`config.mk`:
```
export PLATFORM = sky130hd
export DESIGN_NAME = ioctl_upload_reader
export DESIGN_NICKNAME = d
export VERILOG_FILES = /design/src/rtl/ioctl_upload_reader.sv
export SDC_FILE = /design/constraint.sdc
export NUM_CORES = 1
export LEC_CHECK = 0
export ABC_CLOCK_PERIOD_IN_PS = 2600
export BUFFER_PORTS_ARGS = -buffer_cell sky130_fd_sc_hd__buf_2
export CAP_MARGIN = 20
export CORE_MARGIN = 2
export CORE_UTILIZATION = 52
export CTS_BUF_LIST = sky130_fd_sc_hd__clkbuf_16
export DETAILED_ROUTE_END_ITERATION = 10
export PLACE_DENSITY = 0.84
export SLEW_MARGIN = 20
export SYNTH_ARGS = -nofsm -noshare
export SYNTH_HDL_FRONTEND = slang
export SYNTH_SLANG_ARGS = --single-unit
```
`constraint.sdc`:
```
create_clock -name clk_sys -period 2.6 [get_ports clk_sys]
set_input_delay 0.13 -clock clk_sys [delete_from_list [all_inputs] [get_ports clk_sys]]
set_output_delay 0.13 -clock clk_sys [all_outputs]
set_load 0.02 [all_outputs]
```
`src/rtl/ioctl_upload_reader.sv`:
```
// Purpose: serves data_io upload reads of a core RAM window, pausing the core for the whole session.
// Latency: in-window byte valid on ioctl_din RAM_LAT+2 clocks after the ioctl_rd rise; out-of-window returns FF after 1 clock.
// Backpressure: ioctl_ready is low while a fetch is in flight; ioctl_rd rises then are dropped and flagged in overrun.
module ioctl_upload_reader #(
  parameter int          ADDR_W  = 11,
  parameter logic [24:0] BASE    = 25'h0,
  parameter int          SIZE    = 2048,
  parameter int          RAM_LAT = 2,
  parameter logic [7:0]  INDEX   = 8'h03
) (
  input  logic              clk_sys,
  input  logic              reset_n,
  input  logic              ioctl_upload,
  input  logic [7:0]        ioctl_index,
  input  logic              ioctl_rd,
  input  logic [24:0]       ioctl_addr,
  output logic [7:0]        ioctl_din,
  output logic              ioctl_ready,
  output logic              pause_req,
  input  logic              pause_ack,
  output logic [ADDR_W-1:0] ram_addr,
  output logic              ram_rd,
  input  logic [7:0]        ram_q,
  output logic [7:0]        checksum,
  output logic              overrun,
  output logic              upload_done
);

  typedef enum logic [2:0] {
    IDLE,
    PAUSE_WAIT,
    READY,
    FETCH,
    RELEASE
  } state_t;

  // Window bounds carried in 26 bits so BASE+SIZE never wraps the 25-bit address space.
  localparam logic [25:0] WIN_LO = {1'b0, BASE};
  localparam logic [25:0] WIN_SZ = 26'(SIZE);
  localparam logic [2:0]  LAT_LD = 3'(RAM_LAT);

  state_t      state, state_nxt;
  logic        rst_meta_n, rst_sync_n;
  logic        upload_q, rd_q;
  logic        upload_rise, rd_rise;
  logic [25:0] addr_off;
  logic        in_window;
  logic [2:0]  wait_cnt;

  logic        start_session;
  logic        go_ready;
  logic        go_release;
  logic        issue_fetch;
  logic        oow_read;
  logic        capture;
  logic        overrun_set;

  // Reset synchronizer: assertion reaches every flop at once, release lines up with the clock.
  always_ff @(posedge clk_sys or negedge reset_n) begin
    if (!reset_n) begin
      rst_meta_n <= 1'b0;
      rst_sync_n <= 1'b0;
    end else begin
      rst_meta_n <= 1'b1;
      rst_sync_n <= rst_meta_n;
    end
  end

  assign upload_rise = ioctl_upload & ~upload_q;
  assign rd_rise     = ioctl_rd & ~rd_q;

  // An address below BASE underflows into bit 25, so one unsigned compare covers both bounds.
  assign addr_off  = {1'b0, ioctl_addr} - WIN_LO;
  assign in_window = (addr_off < WIN_SZ);

  // Previous-cycle copies of the host strobes for edge detection.
  always_ff @(posedge clk_sys or negedge rst_sync_n) begin
    if (!rst_sync_n) begin
      upload_q <= 1'b0;
      rd_q     <= 1'b0;
    end else begin
      upload_q <= ioctl_upload;
      rd_q     <= ioctl_rd;
    end
  end

  // Session state register.
  always_ff @(posedge clk_sys or negedge rst_sync_n) begin
    if (!rst_sync_n) begin
      state <= IDLE;
    end else begin
      state <= state_nxt;
    end
  end

  // Next state and per-cycle datapath controls; upload going low always beats a read request.
  always_comb begin
    state_nxt     = state;
    start_session = 1'b0;
    go_ready      = 1'b0;
    go_release    = 1'b0;
    issue_fetch   = 1'b0;
    oow_read      = 1'b0;
    capture       = 1'b0;
    overrun_set   = 1'b0;
    case (state)
      IDLE: begin
        if (upload_rise && (ioctl_index == INDEX)) begin
          start_session = 1'b1;
          state_nxt     = PAUSE_WAIT;
        end
      end
      PAUSE_WAIT: begin
        if (!ioctl_upload) begin
          go_release = 1'b1;
          state_nxt  = RELEASE;
        end else if (pause_ack) begin
          go_ready  = 1'b1;
          state_nxt = READY;
        end
      end
      READY: begin
        if (!ioctl_upload) begin
          go_release = 1'b1;
          state_nxt  = RELEASE;
        end else if (rd_rise) begin
          if (in_window) begin
            issue_fetch = 1'b1;
            state_nxt   = FETCH;
          end else begin
            oow_read = 1'b1;
          end
        end
      end
      FETCH: begin
        if (!ioctl_upload) begin
          go_release = 1'b1;
          state_nxt  = RELEASE;
        end else begin
          overrun_set = rd_rise;
          if (wait_cnt == 3'd0) begin
            capture   = 1'b1;
            state_nxt = READY;
          end
        end
      end
      RELEASE: begin
        if (!pause_ack) begin
          state_nxt = IDLE;
        end
      end
      default: state_nxt = IDLE;
    endcase
  end

  // Registered outputs: host handshake, RAM strobe, returned byte, checksum and status flags.
  always_ff @(posedge clk_sys or negedge rst_sync_n) begin
    if (!rst_sync_n) begin
      pause_req   <= 1'b0;
      ioctl_ready <= 1'b0;
      ioctl_din   <= 8'h00;
      ram_addr    <= '0;
      ram_rd      <= 1'b0;
      wait_cnt    <= 3'd0;
      checksum    <= 8'h00;
      overrun     <= 1'b0;
      upload_done <= 1'b0;
    end else begin
      ram_rd      <= issue_fetch;
      upload_done <= go_release;

      if (start_session) begin
        pause_req <= 1'b1;
        checksum  <= 8'h00;
        overrun   <= 1'b0;
      end
      if (go_release) begin
        pause_req <= 1'b0;
      end

      if (go_ready || capture) begin
        ioctl_ready <= 1'b1;
      end else if (issue_fetch || go_release) begin
        ioctl_ready <= 1'b0;
      end

      if (issue_fetch) begin
        ram_addr <= addr_off[ADDR_W-1:0];
        wait_cnt <= LAT_LD;
      end else if ((state == FETCH) && (wait_cnt != 3'd0)) begin
        wait_cnt <= wait_cnt - 3'd1;
      end

      if (oow_read) begin
        ioctl_din <= 8'hFF;
      end else if (capture) begin
        ioctl_din <= ram_q;
        checksum  <= checksum + ram_q;
      end

      if (overrun_set) begin
        overrun <= 1'b1;
      end
    end
  end

endmodule

```
# == Word level (Yosys, flattened, before mapping) ==
# Index checks and enable logic that the tools add are counted.
# totals
out_inout_bits,32
input_bits,46
regBits,42
word_cells,89
# op_classes
bitwise,4
muxes,43
n_lt_le_gt_ge,1
add_sub_neg,2
eq_ne,11
reduce_logical,14
# ops
cell,n
8-bit 2-to-1 mux,5
3-bit 2-to-1 mux,11
1-bit 2-to-1 mux,26
25-bit by 12-bit less-than comparator with 1-bit output (second input constant),1
3-bit case mux with 5 select lines,1
3-bit != test (second input constant),4
2-bit nonzero test,5
8-bit adder,1
8-bit by 2-bit equality test with 1-bit output (second input constant),1
3-bit by 2-bit equality test with 1-bit output (second input constant),2
3-bit zero test,2
6-bit AND reduction,1
2-bit != test (second input constant),2
3-bit by 1-bit equality test with 1-bit output (second input constant),1
3-bit equality test (second input constant),1
3-bit nonzero test,1
3-bit OR reduction,1
3-bit by 1-bit subtractor with 3-bit output (second input constant),1
1-bit bitwise AND,2
1-bit logical AND,2
1-bit logical OR,2
1-bit inverter,2

# == Longest topological paths before layout ==
# logic_depth
depth_word,8
depth_mapped,8

# == Least setup slack after synthesis ==
# Ideal clock, no wire load.
# synth_timing
path_kind,flip-flop to flip-flop
start,register checksum[2]
end,register checksum[7]
period_less_slack_ns,1.945
stages_incl_launch_ff,7
setup_time_ns,0.124
path_slack_ns,0.655
arrival_time_ns,1.821
cell_sequence,dfrtp_1 ha_1 a21oi_1 a211oi_1 or3_1 and3_1 a211o_1
# synth_between
elab_chain_len,3
# synth_rtl
item,line_no,rtl
"start, declared",24,"output logic [7:0] checksum,"
"start signal, assigned",198,checksum <= checksum + ram_q;
8-bit adder,198,
8-bit 2-to-1 mux,196,end else if (capture) begin
8-bit 2-to-1 mux,194,if (oow_read) begin
# No other way between the ends.
# A chain may end at the register's enable or synchronous reset.

# == Worst setup path after layout ==
# layout_timing
start,input ioctl_rd
end,register ram_addr[3]
# layout_between
elab_chain_len,4
# layout_rtl
item,line_no,rtl
"start, declared",15,"input logic ioctl_rd,"
1-bit bitwise AND,70,assign rd_rise = ioctl_rd & ~rd_q;
1-bit 2-to-1 mux,126,end else if (rd_rise) begin
1-bit 2-to-1 mux,123,if (!ioctl_upload) begin
1-bit 2-to-1 mux,106,case (state)
"end signal, assigned",188,ram_addr <= addr_off[ADDR_W-1:0];
"end, declared",21,"output logic [ADDR_W-1:0] ram_addr,"
# No other way between the ends.

==> run summary <==
YOSYS
--------------------------------------------------------------------------------------
Number of warnings reported in the yosys synthesis log                               0
EDFF count, synth                                                                    0
Number of distinct standard cells referenced by the synthesized netlist             48
FF+latch count, synth                                                               42
Number of nets produced by synthesis                                               233
Mapped cell area                                                             2000 um^2
Seq/Total Area, Yosys                                                            0.524
Post-synthesis average cell area                                             11.3 um^2
Most instantiated flip-flop cell in the synthesis netlist                 sky130_fd_sc_hd__dfrtp_1
Number of standard cells after synthesis                                           177
Fraction of registers with async set/reset                                        1.00

WORST SETUP PATH
--------------------------------------------------------------------------------------
Worst setup path class                                                       in -> reg
Worst path required time                                                       2770 ps
Type of origin of the critical path                                       primary input
CP max FO                                                                           13
Cell-by-cell listing of the critical path                                 dlygate4sd3_1 -> buf_2 -> nor2b_1 -> nand4b_1 -> nor2_2 -> mux2_1
Slowest stage delay, CP                                                         540 ps
Critical path buffer and inverter count                                              2
Gate family responsible for the most delay along the worst path           simple AND/OR/NAND/NOR gates
CP arrival                                                                     2160 ps
Cell with the largest stage delay on the worst path                       sky130_fd_sc_hd__nor2_2
Critical Path Sink Type                                                      flip-flop

DRT
--------------------------------------------------------------------------------------
DRC violations left                                                                  0
Iter 0 DRT Violations                                                               77
Wire length reported by the detailed router                                    4440 um
Antenna-violating nets left                                                          0
Routed length per instance                                                     14.4 um
DR pass1 iterations                                                                  4
Via count                                                                         1682
Post-DR vias/cell                                                                 5.44

FLOORPLAN
--------------------------------------------------------------------------------------
Number of core rows                                                                 22
IO Count                                                                            78
Area of the core region                                                      3690 um^2
Area of the die                                                              4370 um^2
Horizontal die dimension                                                       66.1 um
Y dimension of the die                                                         66.1 um
Initial Utilization                                                              0.543

CLOCK NETWORK
--------------------------------------------------------------------------------------
Clock Tree Root                                                           sky130_fd_sc_hd__clkbuf_16
H-tree level count                                                                   2
Buffer count from post-CTS setup fixing                                              0
Count of cells resized by post-cts repair                                            0
Worst-skew pair later-pin latency                                               280 ps
Max Buffers Root-to-Sink                                                             2
Clock buffer count from CTS                                                          5
CTS tree                                                                         built
# hold bufs at CTS                                                                   2
Count of clock tree sinks                                                           42
Clock slew seen by the registers of the worst setup and hold paths               60 ps

STA
--------------------------------------------------------------------------------------
Accumulated negative setup slack                                                  0 ps
Number of setup violations in the final report                                       0
Worst hold slack                                                               47.1 ps
Worst clock skew                                                               1.81 ps
Worst slew margin relative to its limit                                          0.530
Tmin final                                                                     1990 ps
Post-route worst setup slack                                                    607 ps
Part of the cycle the worst path needs                                           0.767
Slew at the pin with the worst max-slew slack                                   705 ps
Unrepaired setup endpoints after global routing                                  false
Slew Viols, Final                                                                    0
Endpoints failing hold                                                               0
Achievable Freq                                                                502 MHz

PLACED DESIGN
--------------------------------------------------------------------------------------
Detail Placement HPWL                                                          3400 um
Final Wtd Congestion                                                             0.853
DP Area                                                                      2430 um^2
Number of I/O port buffers                                                          77
Setup WS pre-CTS                                                                630 ps

RUN STATUS
--------------------------------------------------------------------------------------
Run status                                                                finished clean

GRT
--------------------------------------------------------------------------------------
Global-route wire length before repair                                         7120 um
Met3 track utilization from global routing                                      0.0801
Via count of the first global-routing pass                                        1653
Global-route met1 utilization                                                    0.237
Met2 GRT Util                                                                    0.409
GRT Util Overall                                                                 0.221
Largest net degree at the start of global routing                                   25
Grt total ovfl                                                                       0
Initial antenna violation count                                                      0
Most used routing layer                                                           met2

PWR
--------------------------------------------------------------------------------------
Net switching power figure                                                      357 uW
Combinational cell fraction of total power                                       0.115
Fraction of power consumed by sequential logic                                   0.475
Clock share of power                                                             0.409
Leakage                                                                     0.00135 uW
Cell Pwr Density                                                           562 nW/um^2
Sw frac                                                                          0.245
Peak VDD IR                                                                   0.389 mV
Internal power consumption                                                     1100 uW

FINISH
--------------------------------------------------------------------------------------
Most frequent standard cell in the layout excluding fill and tap cells    sky130_fd_sc_hd__buf_2
Filler Cells Inserted                                                              298
Area occupied by registers                                                   1050 um^2
Area growth from synthesis to layout                                             29.3%
Core occupancy in the finished layout                                            0.703
Commonest cells after routing, fill and taps aside                        sky130_fd_sc_hd__buf_2 (77), sky130_fd_sc_hd__dfrtp_1 (42), sky130_fd_sc_hd__nand2_1 (18)
Final Instance Area                                                          2590 um^2
Total Nets Final                                                                   316
Diode count                                                                          0
Multi-input gate area                                                         897 um^2
Share of cells above drive strength 1                                            0.364

HOLD PATH
--------------------------------------------------------------------------------------
Min-Delay Path Class                                                         in -> reg

RUN
--------------------------------------------------------------------------------------
Count of max-cap constraint violations                                               0

final cells by class:
| type | instances | share of cell area |
|---|---|---|
| Clock inverter | 3 | 0.00627 |
| Multi-Input combinational cell | 124 | 0.346 |
| Tap cell | 48 | 0.0232 |
| Timing Repair Buffer | 81 | 0.162 |
| Inverter | 6 | 0.00869 |
| Clock buffer | 5 | 0.0483 |
| Sequential cell | 42 | 0.405 |
logic make-up after synthesis:
logic type	after synthesis	synth area share
other cells	1	0.00187
xor+xnor	4	0.0175
mux	11	0.0618
fa+ha+maj	10	0.0662
compound gates	41	0.140
buf+inv	11	0.0281
simple gates	57	0.160
flops	42	0.524
registers in the layout, summed over array words and instances (netlist names):
register,cells
ioctl_din,8
ram_addr,11
ram_rd,1
upload_done,1
pause_req,1
ioctl_ready,1
rst_sync_n,1
overrun,1
upload_q,1
wait_cnt,3
state,3
rst_meta_n,1
checksum,8
rd_q,1
power by group through the flow:
| stage | Sequential, uW | Combinational, uW | Clock (uW) |
|---|---|---|---|
| finish | 693 | 168 | 597 |
| floorplan | 728 | 66.4 | 0 |
| global placement | 703 | 161 | 0 |
| global route | 696 | 188 | 632 |
| CTS | 693 | 170 | 600 |
| detailed placement | 705 | 166 | 0 |
routing by layer:
metal	up-vias	share of wire
met4	0	0.0081
met1	813	0.41
met2	64	0.51
met5	-	0
li1	800	-
met3	5	0.074
worst paths after layout:
path | start | to | slack (ps) | cells past startpoint
worst max-delay path | ioctl_rd | ram_addr[3]$_DFFE_PN0P_ | 610 | 6
worst min-delay path | ioctl_upload | upload_q$_DFF_PN0_ | 50 | 1
worst max register to register | checksum[2]$_DFF_PN0_ | checksum[7]$_DFF_PN0_ | 610 | 6
worst min register to register | rst_sync_n$_DFF_PN0_ | state[0]$_DFFE_PN0P_ | 290 | 0
max in group asynchronous | rst_sync_n$_DFF_PN0_ | rd_q$_DFF_PN0_ | 1540 | 1
min in group asynchronous | reset_n | rst_sync_n$_DFF_PN0_ | 160 | 2
per-stage QoR:
step           cells  total power, uW
2_1_floorplan    177              794
3_3_place_gp     299              864
3_5_place_dp     299              871
4_1_cts          309             1460
5_1_grt          309             1520
6_report         309             1460
cells in the mapped netlist (3+ instances only):
| library cell | count | area share |
|---|---|---|
| sky130_fd_sc_hd__inv_1 | 5 | 0.0094 |
| sky130_fd_sc_hd__xnor2_1 | 3 | 0.013 |
| sky130_fd_sc_hd__nor3_1 | 3 | 0.0075 |
| sky130_fd_sc_hd__mux2_1 | 11 | 0.062 |
| sky130_fd_sc_hd__o21ai_0 | 6 | 0.015 |
| sky130_fd_sc_hd__nor2_1 | 10 | 0.019 |
| sky130_fd_sc_hd__nor4_1 | 3 | 0.0094 |
| sky130_fd_sc_hd__nand2b_1 | 5 | 0.016 |
| sky130_fd_sc_hd__ha_1 | 9 | 0.056 |
| sky130_fd_sc_hd__dfrtp_1 | 42 | 0.52 |
| sky130_fd_sc_hd__o21ai_1 | 5 | 0.012 |
| sky130_fd_sc_hd__o22a_1 | 7 | 0.031 |
| sky130_fd_sc_hd__nand3_1 | 3 | 0.0075 |
| sky130_fd_sc_hd__a21oi_1 | 8 | 0.020 |
| sky130_fd_sc_hd__nand2_1 | 18 | 0.034 |
No activity file was read; power rests on OpenSTA's default activity.
